File: src/rtl/keypad_pkg.sv
// Shared types and constants for the keypad scanner: FSM states and event layout.
package keypad_pkg;

    localparam int EVT_W   = 8;
    localparam int IDX_W   = 7;
    localparam int REL_BIT = 7;
    localparam int DEB_W   = 4;

    typedef enum logic [1:0] {
        SCAN     = 2'd0,
        PRESS_DB = 2'd1,
        HELD     = 2'd2,
        REL_DB   = 2'd3
    } scan_state_t;

    // Bit REL_BIT of the packed event is the release flag.
    typedef struct packed {
        logic             rel;
        logic [IDX_W-1:0] idx;
    } evt_t;

endpackage

File: src/rtl/keypad_scanner_if.sv
// Key-event stream: valid/ready handshake carrying {release flag, key index}.
interface keypad_scanner_if;
    import keypad_pkg::*;

    logic             evt_valid;
    logic             evt_ready;
    logic [EVT_W-1:0] evt_code;

    modport master (output evt_valid, output evt_code, input evt_ready);
    modport slave  (input evt_valid, input evt_code, output evt_ready);

endinterface

File: src/rtl/keypad_evt_fifo.sv
// Purpose: small power-of-two event queue with a sticky drop flag.
// Latency: push to pop_vld 1 clk; head appears on pop_dat with no extra register stage.
// Backpressure: push when full is dropped (sets overflow) unless a pop frees the slot that cycle.
module keypad_evt_fifo #(
    parameter int WIDTH = 8,
    parameter int DEPTH = 4
) (
    input  logic             clk,
    input  logic             rst,
    input  logic             push_vld,
    input  logic [WIDTH-1:0] push_dat,
    input  logic             pop_rdy,
    output logic             pop_vld,
    output logic [WIDTH-1:0] pop_dat,
    output logic             overflow
);

    localparam int AW = $clog2(DEPTH);

    logic [WIDTH-1:0] mem [DEPTH];
    logic [AW-1:0]    wr_ptr;
    logic [AW-1:0]    rd_ptr;
    logic [AW:0]      count;
    logic [WIDTH-1:0] last_q;
    logic             ovf_q;
    logic             empty;
    logic             full;
    logic             do_pop;
    logic             do_push;
    logic             drop;

    assign empty   = (count == '0);
    assign full    = (count == (AW+1)'(DEPTH));
    assign do_pop  = pop_rdy && !empty;
    assign do_push = push_vld && (!full || do_pop);
    assign drop    = push_vld && full && !do_pop;

    always_ff @(posedge clk) begin
        if (do_push) begin
            mem[wr_ptr] <= push_dat;
        end
    end

    always_ff @(posedge clk or negedge rst) begin
        if (!rst) begin
            wr_ptr <= '0;
            rd_ptr <= '0;
            count  <= '0;
            last_q <= '0;
            ovf_q  <= 1'b0;
        end else begin
            if (do_push) begin
                wr_ptr <= wr_ptr + AW'(1);
            end
            if (do_pop) begin
                rd_ptr <= rd_ptr + AW'(1);
                last_q <= mem[rd_ptr];
            end
            if (do_push && !do_pop) begin
                count <= count + (AW+1)'(1);
            end else if (do_pop && !do_push) begin
                count <= count - (AW+1)'(1);
            end
            if (drop) begin
                ovf_q <= 1'b1;
            end
        end
    end

    // When empty the output keeps showing the most recently consumed entry.
    assign pop_vld  = !empty;
    assign pop_dat  = empty ? last_q : mem[rd_ptr];
    assign overflow = ovf_q;

endmodule

File: src/rtl/keypad_scanner.sv
// Purpose: row-scanning matrix keypad decoder with press/release debounce and an event queue.
// Latency: event is pushed on the tick that completes debounce; evt_valid follows 1 clk later.
// Backpressure: evt_ready stalls the queue; events arriving to a full queue are dropped (overflow).
module keypad_scanner
    import keypad_pkg::*;
#(
    parameter int ROWS       = 4,
    parameter int COLS       = 4,
    parameter int SCAN_DIV   = 312500,
    parameter int DEB_SCANS  = 3,
    parameter int FIFO_DEPTH = 4
) (
    input  logic              clk,
    input  logic              rst,
    input  logic [COLS-1:0]   col_in,
    output logic [ROWS-1:0]   row_out,
    keypad_scanner_if.master  evt,
    output logic              key_held,
    output logic              overflow
);

    localparam int RW = $clog2(ROWS);
    localparam int CW = $clog2(COLS);
    localparam int DW = $clog2(SCAN_DIV);

    logic [DW-1:0]    div_q;
    logic             tick;
    logic [COLS-1:0]  col_meta;
    logic [COLS-1:0]  col_smp;
    scan_state_t      state_q;
    scan_state_t      state_d;
    logic [RW-1:0]    row_q;
    logic [RW-1:0]    row_d;
    logic [CW-1:0]    cand_q;
    logic [CW-1:0]    cand_d;
    logic [DEB_W-1:0] deb_q;
    logic [DEB_W-1:0] deb_d;
    logic [CW-1:0]    first_zero;
    logic [RW-1:0]    next_row;
    logic             key_down;
    logic             deb_done;
    logic             push_vld;
    evt_t             push_evt;

    assign tick = (div_q == DW'(SCAN_DIV - 1));

    always_ff @(posedge clk or negedge rst) begin
        if (!rst) begin
            div_q <= '0;
        end else if (tick) begin
            div_q <= '0;
        end else begin
            div_q <= div_q + DW'(1);
        end
    end

    // Columns come from mechanical switches; bring them into the clock domain first.
    always_ff @(posedge clk or negedge rst) begin
        if (!rst) begin
            col_meta <= '1;
            col_smp  <= '1;
        end else begin
            col_meta <= col_in;
            col_smp  <= col_meta;
        end
    end

    always_comb begin
        first_zero = '0;
        for (int c = COLS - 1; c >= 0; c--) begin
            if (!col_smp[c]) begin
                first_zero = CW'(c);
            end
        end
    end

    assign next_row = (row_q == RW'(ROWS - 1)) ? '0 : row_q + RW'(1);
    assign key_down = !col_smp[cand_q];
    assign deb_done = ((deb_q + DEB_W'(1)) == DEB_W'(DEB_SCANS));

    always_ff @(posedge clk or negedge rst) begin
        if (!rst) begin
            state_q <= SCAN;
            row_q   <= '0;
            cand_q  <= '0;
            deb_q   <= '0;
        end else begin
            state_q <= state_d;
            row_q   <= row_d;
            cand_q  <= cand_d;
            deb_q   <= deb_d;
        end
    end

    always_comb begin
        state_d = state_q;
        row_d   = row_q;
        cand_d  = cand_q;
        deb_d   = deb_q;
        if (tick) begin
            case (state_q)
                SCAN: begin
                    if (&col_smp) begin
                        row_d = next_row;
                    end else begin
                        cand_d  = first_zero;
                        deb_d   = '0;
                        state_d = PRESS_DB;
                    end
                end
                PRESS_DB: begin
                    if (key_down) begin
                        deb_d = deb_q + DEB_W'(1);
                        if (deb_done) begin
                            state_d = HELD;
                        end
                    end else begin
                        state_d = SCAN;
                    end
                end
                HELD: begin
                    if (!key_down) begin
                        deb_d   = '0;
                        state_d = REL_DB;
                    end
                end
                REL_DB: begin
                    if (!key_down) begin
                        deb_d = deb_q + DEB_W'(1);
                        if (deb_done) begin
                            state_d = SCAN;
                            row_d   = next_row;
                        end
                    end else begin
                        state_d = HELD;
                    end
                end
                default: state_d = SCAN;
            endcase
        end
    end

    always_comb begin
        row_out       = ~(ROWS'(1) << row_q);
        key_held      = (state_q == HELD) || (state_q == REL_DB);
        push_vld      = tick && deb_done &&
                        (((state_q == PRESS_DB) && key_down) ||
                         ((state_q == REL_DB) && !key_down));
        push_evt.rel  = (state_q == REL_DB);
        push_evt.idx  = IDX_W'(int'(row_q) * COLS + int'(cand_q));
    end

    keypad_evt_fifo #(
        .WIDTH (EVT_W),
        .DEPTH (FIFO_DEPTH)
    ) u_evt_fifo (
        .clk      (clk),
        .rst      (rst),
        .push_vld (push_vld),
        .push_dat (push_evt),
        .pop_rdy  (evt.evt_ready),
        .pop_vld  (evt.evt_valid),
        .pop_dat  (evt.evt_code),
        .overflow (overflow)
    );

endmodule

File: src/flat_wrapper.sv
// flat-port wrapper written by rule: the top's interface ports become plain ports
module keypad_scanner_flat import keypad_pkg::*;
#(
    parameter int ROWS       = 4,
    parameter int COLS       = 4,
    parameter int SCAN_DIV   = 312500,
    parameter int DEB_SCANS  = 3,
    parameter int FIFO_DEPTH = 4
)
  (clk, rst, col_in, row_out, key_held, overflow, evt_evt_valid, evt_evt_code, evt_evt_ready);
  keypad_scanner_if evt_i ();
  input  logic clk;
  input  logic rst;
  input  logic [COLS-1:0] col_in;
  output logic [ROWS-1:0] row_out;
  output logic key_held;
  output logic overflow;
  output wire logic [$bits(evt_i.evt_valid)-1:0] evt_evt_valid;
  output wire logic [$bits(evt_i.evt_code)-1:0] evt_evt_code;
  input wire logic [$bits(evt_i.evt_ready)-1:0] evt_evt_ready;
  assign evt_evt_valid = evt_i.evt_valid;
  assign evt_evt_code = evt_i.evt_code;
  assign evt_i.evt_ready = evt_evt_ready;
  keypad_scanner #(.ROWS(ROWS), .COLS(COLS), .SCAN_DIV(SCAN_DIV), .DEB_SCANS(DEB_SCANS), .FIFO_DEPTH(FIFO_DEPTH)) u_core (.clk(clk), .rst(rst), .col_in(col_in), .row_out(row_out), .evt(evt_i), .key_held(key_held), .overflow(overflow));
endmodule
File: config.mk
export PLATFORM = sky130hd
export DESIGN_NAME = keypad_scanner_flat
export DESIGN_NICKNAME = d
export VERILOG_FILES = /design/src/rtl/keypad_pkg.sv /design/src/rtl/keypad_scanner_if.sv /design/src/rtl/keypad_evt_fifo.sv /design/src/rtl/keypad_scanner.sv /design/src/flat_wrapper.sv
export SDC_FILE = /design/constraint.sdc
export NUM_CORES = 1
export LEC_CHECK = 0
export CORE_AREA = 5 5 95 97
export DETAILED_ROUTE_END_ITERATION = 8
export DIE_AREA = 0 0 100 102
export PLACE_DENSITY = 0.63
export SYNTH_ARGS = -nofsm -noshare
export SYNTH_HDL_FRONTEND = slang
export SYNTH_SLANG_ARGS = --single-unit
File: constraint.sdc
create_clock -name clk -period 5.5 [get_ports clk]
set_input_delay 1.1 -clock clk [delete_from_list [all_inputs] [get_ports clk]]
set_output_delay 1.1 -clock clk [all_outputs]
set_load 0.02 [all_outputs]
==> results of run 1 <==
==> where the power goes <==
group | switching, uW | internal (uW) | leakage, uW
clock network | 193 | 255 | 0.000106
registers | 2.05 | 538 | 0.000889
logic | 11.4 | 5.47 | 0.000708
total | 206 | 798 | 0.00170
==> Yosys cell counts (2+ instances only) <==
master	number
a41o_1	2
mux2i_1	2
o21ai_0	5
a31oi_1	2
dfrtp_1	42
buf_4	4
xor2_1	10
nor2_1	25
and2_2	2
ha_1	12
mux4_2	6
nor2b_1	3
nand2_1	14
and2_1	2
dfstp_2	8
nor4b_1	2
or3_1	2
xnor2_1	13
nor3_1	8
clkbuf_1	3
mux2_2	14
nand4_1	7
o31ai_1	2
nand3_1	8
inv_1	19
edfxtp_1	20
==> layout make-up <==
| type | instances | area (um2) |
|---|---|---|
| Sequential cell | 70 | 1862 |
| Multi-Input combinational cell | 163 | 1310 |
| Timing Repair Buffer | 19 | 182.7 |
| Tap cell | 105 | 131.4 |
| Inverter | 19 | 71.32 |
| Clock buffer | 10 | 127.6 |
| Clock inverter | 6 | 86.33 |
| Fill cell | 742 | 4280 |
==> critical path: cells and delay by family, from the launching register on <==
kind	cells	cell delay [ns]
buf+inv	1	0.53
flops	1	0.58
mux	2	0.85
==> through the flow <==
step / cells / worst slack [ns] / util / area, um2 / hold slack, ns
after global placement: 376 / 2.205 / 0.4418 / 3557 / 0.3473
final: 392 / 2.081 / 0.4684 / 3771 / 0.3575
after global routing: 392 / 1.935 / 0.4684 / 3771 / 0.3651
after floorplan: 263 / 2.698 / - / 3313 / 0.3452
after CTS: 392 / 2.030 / 0.4684 / 3771 / 0.3582
after detailed placement: 376 / 2.121 / 0.4418 / 3557 / 0.3472
==> layout by cell type, fill, tap and decap left out, types with 2 or more instances in the layout <==
cell | synthesis | routed
mux4_2 | 6 | 6
xnor2_1 | 13 | 13
mux2_2 | 14 | 14
dfrtp_1 | 42 | 42
edfxtp_1 | 20 | 20
nor3_1 | 8 | 8
or3_1 | 2 | 2
inv_1 | 19 | 19
nand4_1 | 7 | 7
conb_1 | 1 | 3
xor2_1 | 10 | 10
o31ai_1 | 2 | 2
ha_1 | 12 | 12
clkbuf_8 | 0 | 9
mux2i_1 | 2 | 2
clkinv_2 | 0 | 2
bufinv_16 | 0 | 2
a31oi_1 | 2 | 2
clkdlybuf4s50_1 | 0 | 17
o21ai_0 | 5 | 5
nand2_1 | 14 | 14
and2_1 | 2 | 2
nor2b_1 | 3 | 3
dfstp_2 | 8 | 8
a41o_1 | 2 | 2
nor2_1 | 25 | 25
and2_2 | 2 | 2
nand3_1 | 8 | 8
nor4b_1 | 2 | 2
==> metal layers <==
layer,vias up,share of wire,track usage
met4,0,0.017,0.05596
met2,27,0.46,0.1816
met3,12,0.039,0.02867
met1,950,0.49,0.1613
met5,-,0,0
li1,942,-,-
==> cell families (layout without fill, tap and decap cells) <==
logic type / Yosys count / count (layout)
AO/OA/AOI/OAI: 18 / 18
buffers and inverters: 30 / 54
AND/OR/NAND/NOR: 83 / 83
adder cells (fa/ha/maj): 13 / 13
other: 1 / 3
XOR/XNOR: 23 / 23
flip-flops: 70 / 70
multiplexers: 23 / 23
==> state kept, by name, summed over array words and instances, names as in the netlist, 3 cells and up, named ones only <==
signal	cells
u_core.u_evt_fifo.mem	20
u_core.div_q	19
u_core.u_evt_fifo.last_q	5
u_core.col_meta	4
u_core.col_smp	4
u_core.deb_q	4
u_core.u_evt_fifo.count	3
==> worst min path at each step <==
stage / from / endpoint / slack [ns] / cells past startpoint
3_5_place_dp: u_core.col_meta[3]$_DFF_PN1_ / u_core.col_smp[3]$_DFF_PN1_ / 0.35 / 0
6_report: u_core.col_meta[3]$_DFF_PN1_ / u_core.col_smp[3]$_DFF_PN1_ / 0.36 / 0
2_1_floorplan: u_core.col_meta[0]$_DFF_PN1_ / u_core.col_smp[0]$_DFF_PN1_ / 0.35 / 0
3_3_place_gp: u_core.col_meta[0]$_DFF_PN1_ / u_core.col_smp[0]$_DFF_PN1_ / 0.35 / 0
5_1_grt: u_core.col_meta[1]$_DFF_PN1_ / u_core.col_smp[1]$_DFF_PN1_ / 0.37 / 0
4_1_cts: u_core.col_meta[3]$_DFF_PN1_ / u_core.col_smp[3]$_DFF_PN1_ / 0.36 / 0
==> results.toml, run 1 <==
[outcome]
status = "finished clean"

[yosys]
yosys_warnings = 0
avgSynthCellArea_um2 = 12.67
synth.mux.area_fraction = 0.09917
synth_xor_area_frac = 0.06094
synth_top_area_frac = 0.3179
ys_seq_area_frac = 0.5632
synth_adder_area_share = 0.05148
synth_top_area_cell = "dfrtp_1"
synthTopCellsByArea = "dfrtp_1 (32%), edfxtp_1 (18%), dfstp_2 (6.4%), mux2_2 (4.8%), ha_1 (4.5%)"
yosys.cell_types.count = 50
synth.ff_latch_count = 70
synthSimpleGateAreaFrac = 0.1397
synth_edf_count = 20
synth_top_family_by_area = "simple AND/OR/NAND/NOR gates"
synth_compound_area_frac = 0.04164
synth.cell_area_um2 = 3306
yosys_most_used_dff = "dfrtp_1"
synthCells = 261
ys_async_sr_fraction = 0.7143

[floorplanning]
initial_core_util = 0.4106
core_area_um2 = 8051
fp.dieArea_um2 = 10200
dieHeight_um = 102
die_w_um = 100
row_count = 33
num_io_pins = 22

[routing]
drc = 0
ant_nets = 0
wl_um = 5379
avgRoutedWirePerCell_um = 13.72
viasPerCell = 4.926
firstDrtPassIters = 4
dr_total_vias = 1931
drt-initial-drc-count = 70

[setup_path]
path_class = "flip-flop to output pin"
slowest_delay_ns = 0.58
reg2reg_depth = 11
slowest_stage = "dfrtp_1"
worstSetupStartpointType = "flip-flop"
crit_path_cell_trace = "mux4_2 -> mux2_2 -> clkdlybuf4s50_1"
endpoint = "evt_evt_code[0]"
startpoint = "u_core.u_evt_fifo.rd_ptr[0]$_DFFE_PN0N_"
worstPathRequired_ns = 4.40
critical_path.max_fanout = 7
worstReg2RegStart = "u_core.div_q[2]$_DFF_PN0_"
r2r-end = "u_core.u_evt_fifo.count[2]$_DFFE_PN0P_"
critical_path_arrival_ns = 2.32
end_kind = "output pin"
rrSetupSlack_ns = 2.43

[sta]
setup_violations = 0
period_minus_slack_ns = 3.419
maxSlewHeadroom = 0.5861
final_hold_viol_count = 0
clock.fmax_mhz = 292.5
finalSetupTns_ns = 0
worst_slew_pin_slew_ns = 0.6165
grt_setup_unrepaired = "false"
slew_viol_final = 0
fin_skew_ns = 0.008660
finalCritPeriodShare = 0.6217

[clocking]
clock_tree.buffer_depth = 2
cts_tree = "done"
clk_pin_slew_ns = 0.08
clkSinkCount = 70
cts-resized-gates = 0
cts_htree_levels = 3
insertion_delay_ns = 0.34
numCtsBuffers = 9
hold_buffers = 0
post_cts_buffers = 0
cts-root-buf = "clkbuf_8"

[global_route]
grt_usage = 0.1190
grt_max_degree = 51
antenna_found_initial = 0
grt_pass1_vias = 1901
grt_overflow = 0
grt_pass1_wl_um = 9404

[pwr]
ir_drop_v = 0.0001480
powerDensity_nw_per_um2 = 266.3
power_uw = 1004
p_leak_uw = 0.001703

[flow_run]
drv_cap = 0

[finish]
antenna_cells = 0
areaGrowthSynthToFinish_pct = 14.08
final_net_count = 302
drive_gt1_frac = 0.1882

[place]
io_buffers = 18
hpwl_um = 3769
gp_congestion = 0.7627

[worst_hold_path]
hp-class = "flip-flop to flip-flop"
(Power assumes the default switching activity.)
==> inputs of run 2 (changes only) <==
==> constraint.sdc (replaced) <==
create_clock -name clk -period 3.3 [get_ports clk]
set_input_delay 0.66 -clock clk [delete_from_list [all_inputs] [get_ports clk]]
set_output_delay 0.66 -clock clk [all_outputs]
set_load 0.02 [all_outputs]
==> run 2 against run 1 <==
  * Sequential cell count unchanged
  * Critical path depth unchanged
  * Worst hold slack better by 0.0015 ns
  * Die area unchanged
  * First-iteration DRC count up 33%
  * Count of clock-buffer cells in the layout down 1
  * Cell count up 0.51%
  * Clock power up 77%
  * Sequential share of layout area down 0.39 points
  * Non-clock buffer count up 2
  * Core utilization up 0.37 points
  * Setup slack worse by 1.8 ns
==> results.toml, run 2 (synthesized netlist as in run 1, its figures left out) <==
[clocking]
cts-resized-gates = 0
clk_pin_slew_ns = 0.08
clkSinkCount = 70
hold_buffers = 0
cts_htree_levels = 3
post_cts_buffers = 0
cts-root-buf = "clkbuf_8"
clock_tree.buffer_depth = 2
numCtsBuffers = 9
insertion_delay_ns = 0.34
cts_tree = "done"

[place]
io_buffers = 18
dpl.cell_count = 378
gp_congestion = 0.7449
hpwl_um = 3783

[setup_path]
worstPathRequired_ns = 2.64
end_kind = "output pin"
slowest_delay_ns = 0.58
critical_path_depth = 3
slowest_stage = "dfrtp_1"
reg2reg_depth = 11
r2r-end = "u_core.u_evt_fifo.count[2]$_DFFE_PN0P_"
worstSetupStartpointType = "flip-flop"
critical_path_arrival_ns = 2.31
rrSetupSlack_ns = 0.40
endpoint = "evt_evt_code[0]"
critical_path.max_fanout = 7
cp_num_buf_inv = 1
path_class = "flip-flop to output pin"
startpoint = "u_core.u_evt_fifo.rd_ptr[0]$_DFFE_PN0N_"
crit_path_cell_trace = "mux4_2 -> mux2_2 -> clkdlybuf4s50_1"
path_delay_family = "multiplexers"
worstReg2RegStart = "u_core.div_q[2]$_DFF_PN0_"

[sta]
finalSetupTns_ns = 0
grt_setup_unrepaired = "false"
finalCritPeriodShare = 0.9014
final_hold_viol_count = 0
setup_violations = 0
slew_viol_final = 0
worst_slew_pin_slew_ns = 1.003
fin_skew_ns = 0.007714
maxSlewHeadroom = 0.3312
period_minus_slack_ns = 2.975
clock.fmax_mhz = 336.2

[floorplanning]
core_area_um2 = 8051
die_w_um = 100
fp.dieArea_um2 = 10200
initial_core_util = 0.4106
dieHeight_um = 102
row_count = 33
num_io_pins = 22

[routing]
wl_um = 5312
avgRoutedWirePerCell_um = 13.48
viasPerCell = 4.891
firstDrtPassIters = 4
wl_met3_um = 196
top_layer = "met4"
drt-initial-drc-count = 93
dr_total_vias = 1927
route.met2.wl_um = 2437
drc = 0
ant_nets = 0
wl_met1_um = 2575

[pwr]
p_leak_uw = 0.001720
powerDensity_nw_per_um2 = 452.3
ir_drop_v = 0.0002008

[global_route]
grt_pass1_vias = 1986
grt_pass1_wl_um = 9494
antenna_found_initial = 0
grt_usage = 0.1197
grt_max_degree = 46
grt_overflow = 0

[finish]
largestRegisters = "u_core.u_evt_fifo.mem x20, u_core.div_q x19, u_core.u_evt_fifo.last_q x5"
areaGrowthSynthToFinish_pct = 14.99
finalNonFillerCells = 394
top_register = "u_core.u_evt_fifo.mem"
antenna_cells = 0
final_common_cell = "dfrtp_1"
layout_common_cells = "dfrtp_1 (42), nor2_1 (25), edfxtp_1 (20)"
final_net_count = 304
largest_reg_flops = 20
n_fill_cell = 717
drive_gt1_frac = 0.1972

[flow_run]
drv_cap = 0

[worst_hold_path]
hp-class = "flip-flop to flip-flop"

[outcome]
status = "finished clean"
[run 2: cell count changes in the layout (fill, tap and decap cells not counted)]
cell      delta
clkbuf_1     -1
inv_8        +1
clkinv_2     -2
inv_6        +2
buf_4        +2
[run 2: how the worst min path moves through the flow]
stage | to | start | cells past startpoint
3_3_place_gp | u_core.col_smp[0]$_DFF_PN1_ | u_core.col_meta[0]$_DFF_PN1_ | 0
4_1_cts | u_core.col_smp[3]$_DFF_PN1_ | u_core.col_meta[3]$_DFF_PN1_ | 0
6_report | u_core.col_smp[3]$_DFF_PN1_ | u_core.col_meta[3]$_DFF_PN1_ | 0
5_1_grt | u_core.col_smp[3]$_DFF_PN1_ | u_core.col_meta[3]$_DFF_PN1_ | 0
2_1_floorplan | u_core.col_smp[0]$_DFF_PN1_ | u_core.col_meta[0]$_DFF_PN1_ | 0
3_5_place_dp | u_core.col_smp[3]$_DFF_PN1_ | u_core.col_meta[3]$_DFF_PN1_ | 0
[run 2: cell type report]
type / count / area, um2 / share of cell area
well taps: 105 / 131.4 / 0.03456
flip-flops and latches: 70 / 1862 / 0.4898
inverters: 19 / 71.32 / 0.01876
multi-input cells: 163 / 1310 / 0.3446
clock buffers: 9 / 123.9 / 0.03259
clock inverters: 7 / 105.1 / 0.02765
repair buffers: 21 / 197.7 / 0.05201
[run 2: worst register-to-register path, cell delays in order, from the launching register on]
cell and delay [ns]:
dfrtp_1 0.43, or4b_4 0.55, or3_4 0.41, nor2_8 0.14, nand4b_4 0.17, inv_1 0.10
ha_1 0.17, inv_1 0.06, fa_1 0.37, xor2_1 0.15, nor2_1 0.12, xor2_1 0.15
[run 2: through the flow]
| stage | power (uW) | hold WS (ns) | util | worst slack (ns) | instance area, um2 |
|---|---|---|---|---|---|
| 3_5_place_dp | 947.4 | 0.3481 | 0.4437 | 0.3679 | 3572 |
| 5_1_grt | 1787 | 0.3621 | 0.4721 | 0.1861 | 3801 |
| 3_3_place_gp | 947.2 | 0.3474 | 0.4437 | 0.3613 | 3572 |
| 4_1_cts | 1737 | 0.3596 | 0.4721 | 0.2815 | 3801 |
| 6_report | 1719 | 0.3590 | 0.4721 | 0.3253 | 3801 |
| 2_1_floorplan | 927.2 | 0.3452 | - | 0.4975 | 3313 |
[run 2: where the power goes]
part           total [uW]  leakage [uW]  switching (uW)  internal [uW]
Combinational        29.1      0.000718            19.2           9.87
Clock                 791      0.000112             353            437
Sequential            899      0.000889            3.53            896
Total                1720       0.00172             376           1340
[run 2: layer usage]
layer,global-route usage,vias up
met1,0.1612,947
met5,0,-
met3,0.02526,9
met2,0.1852,24
met4,0.05907,0
li1,-,947
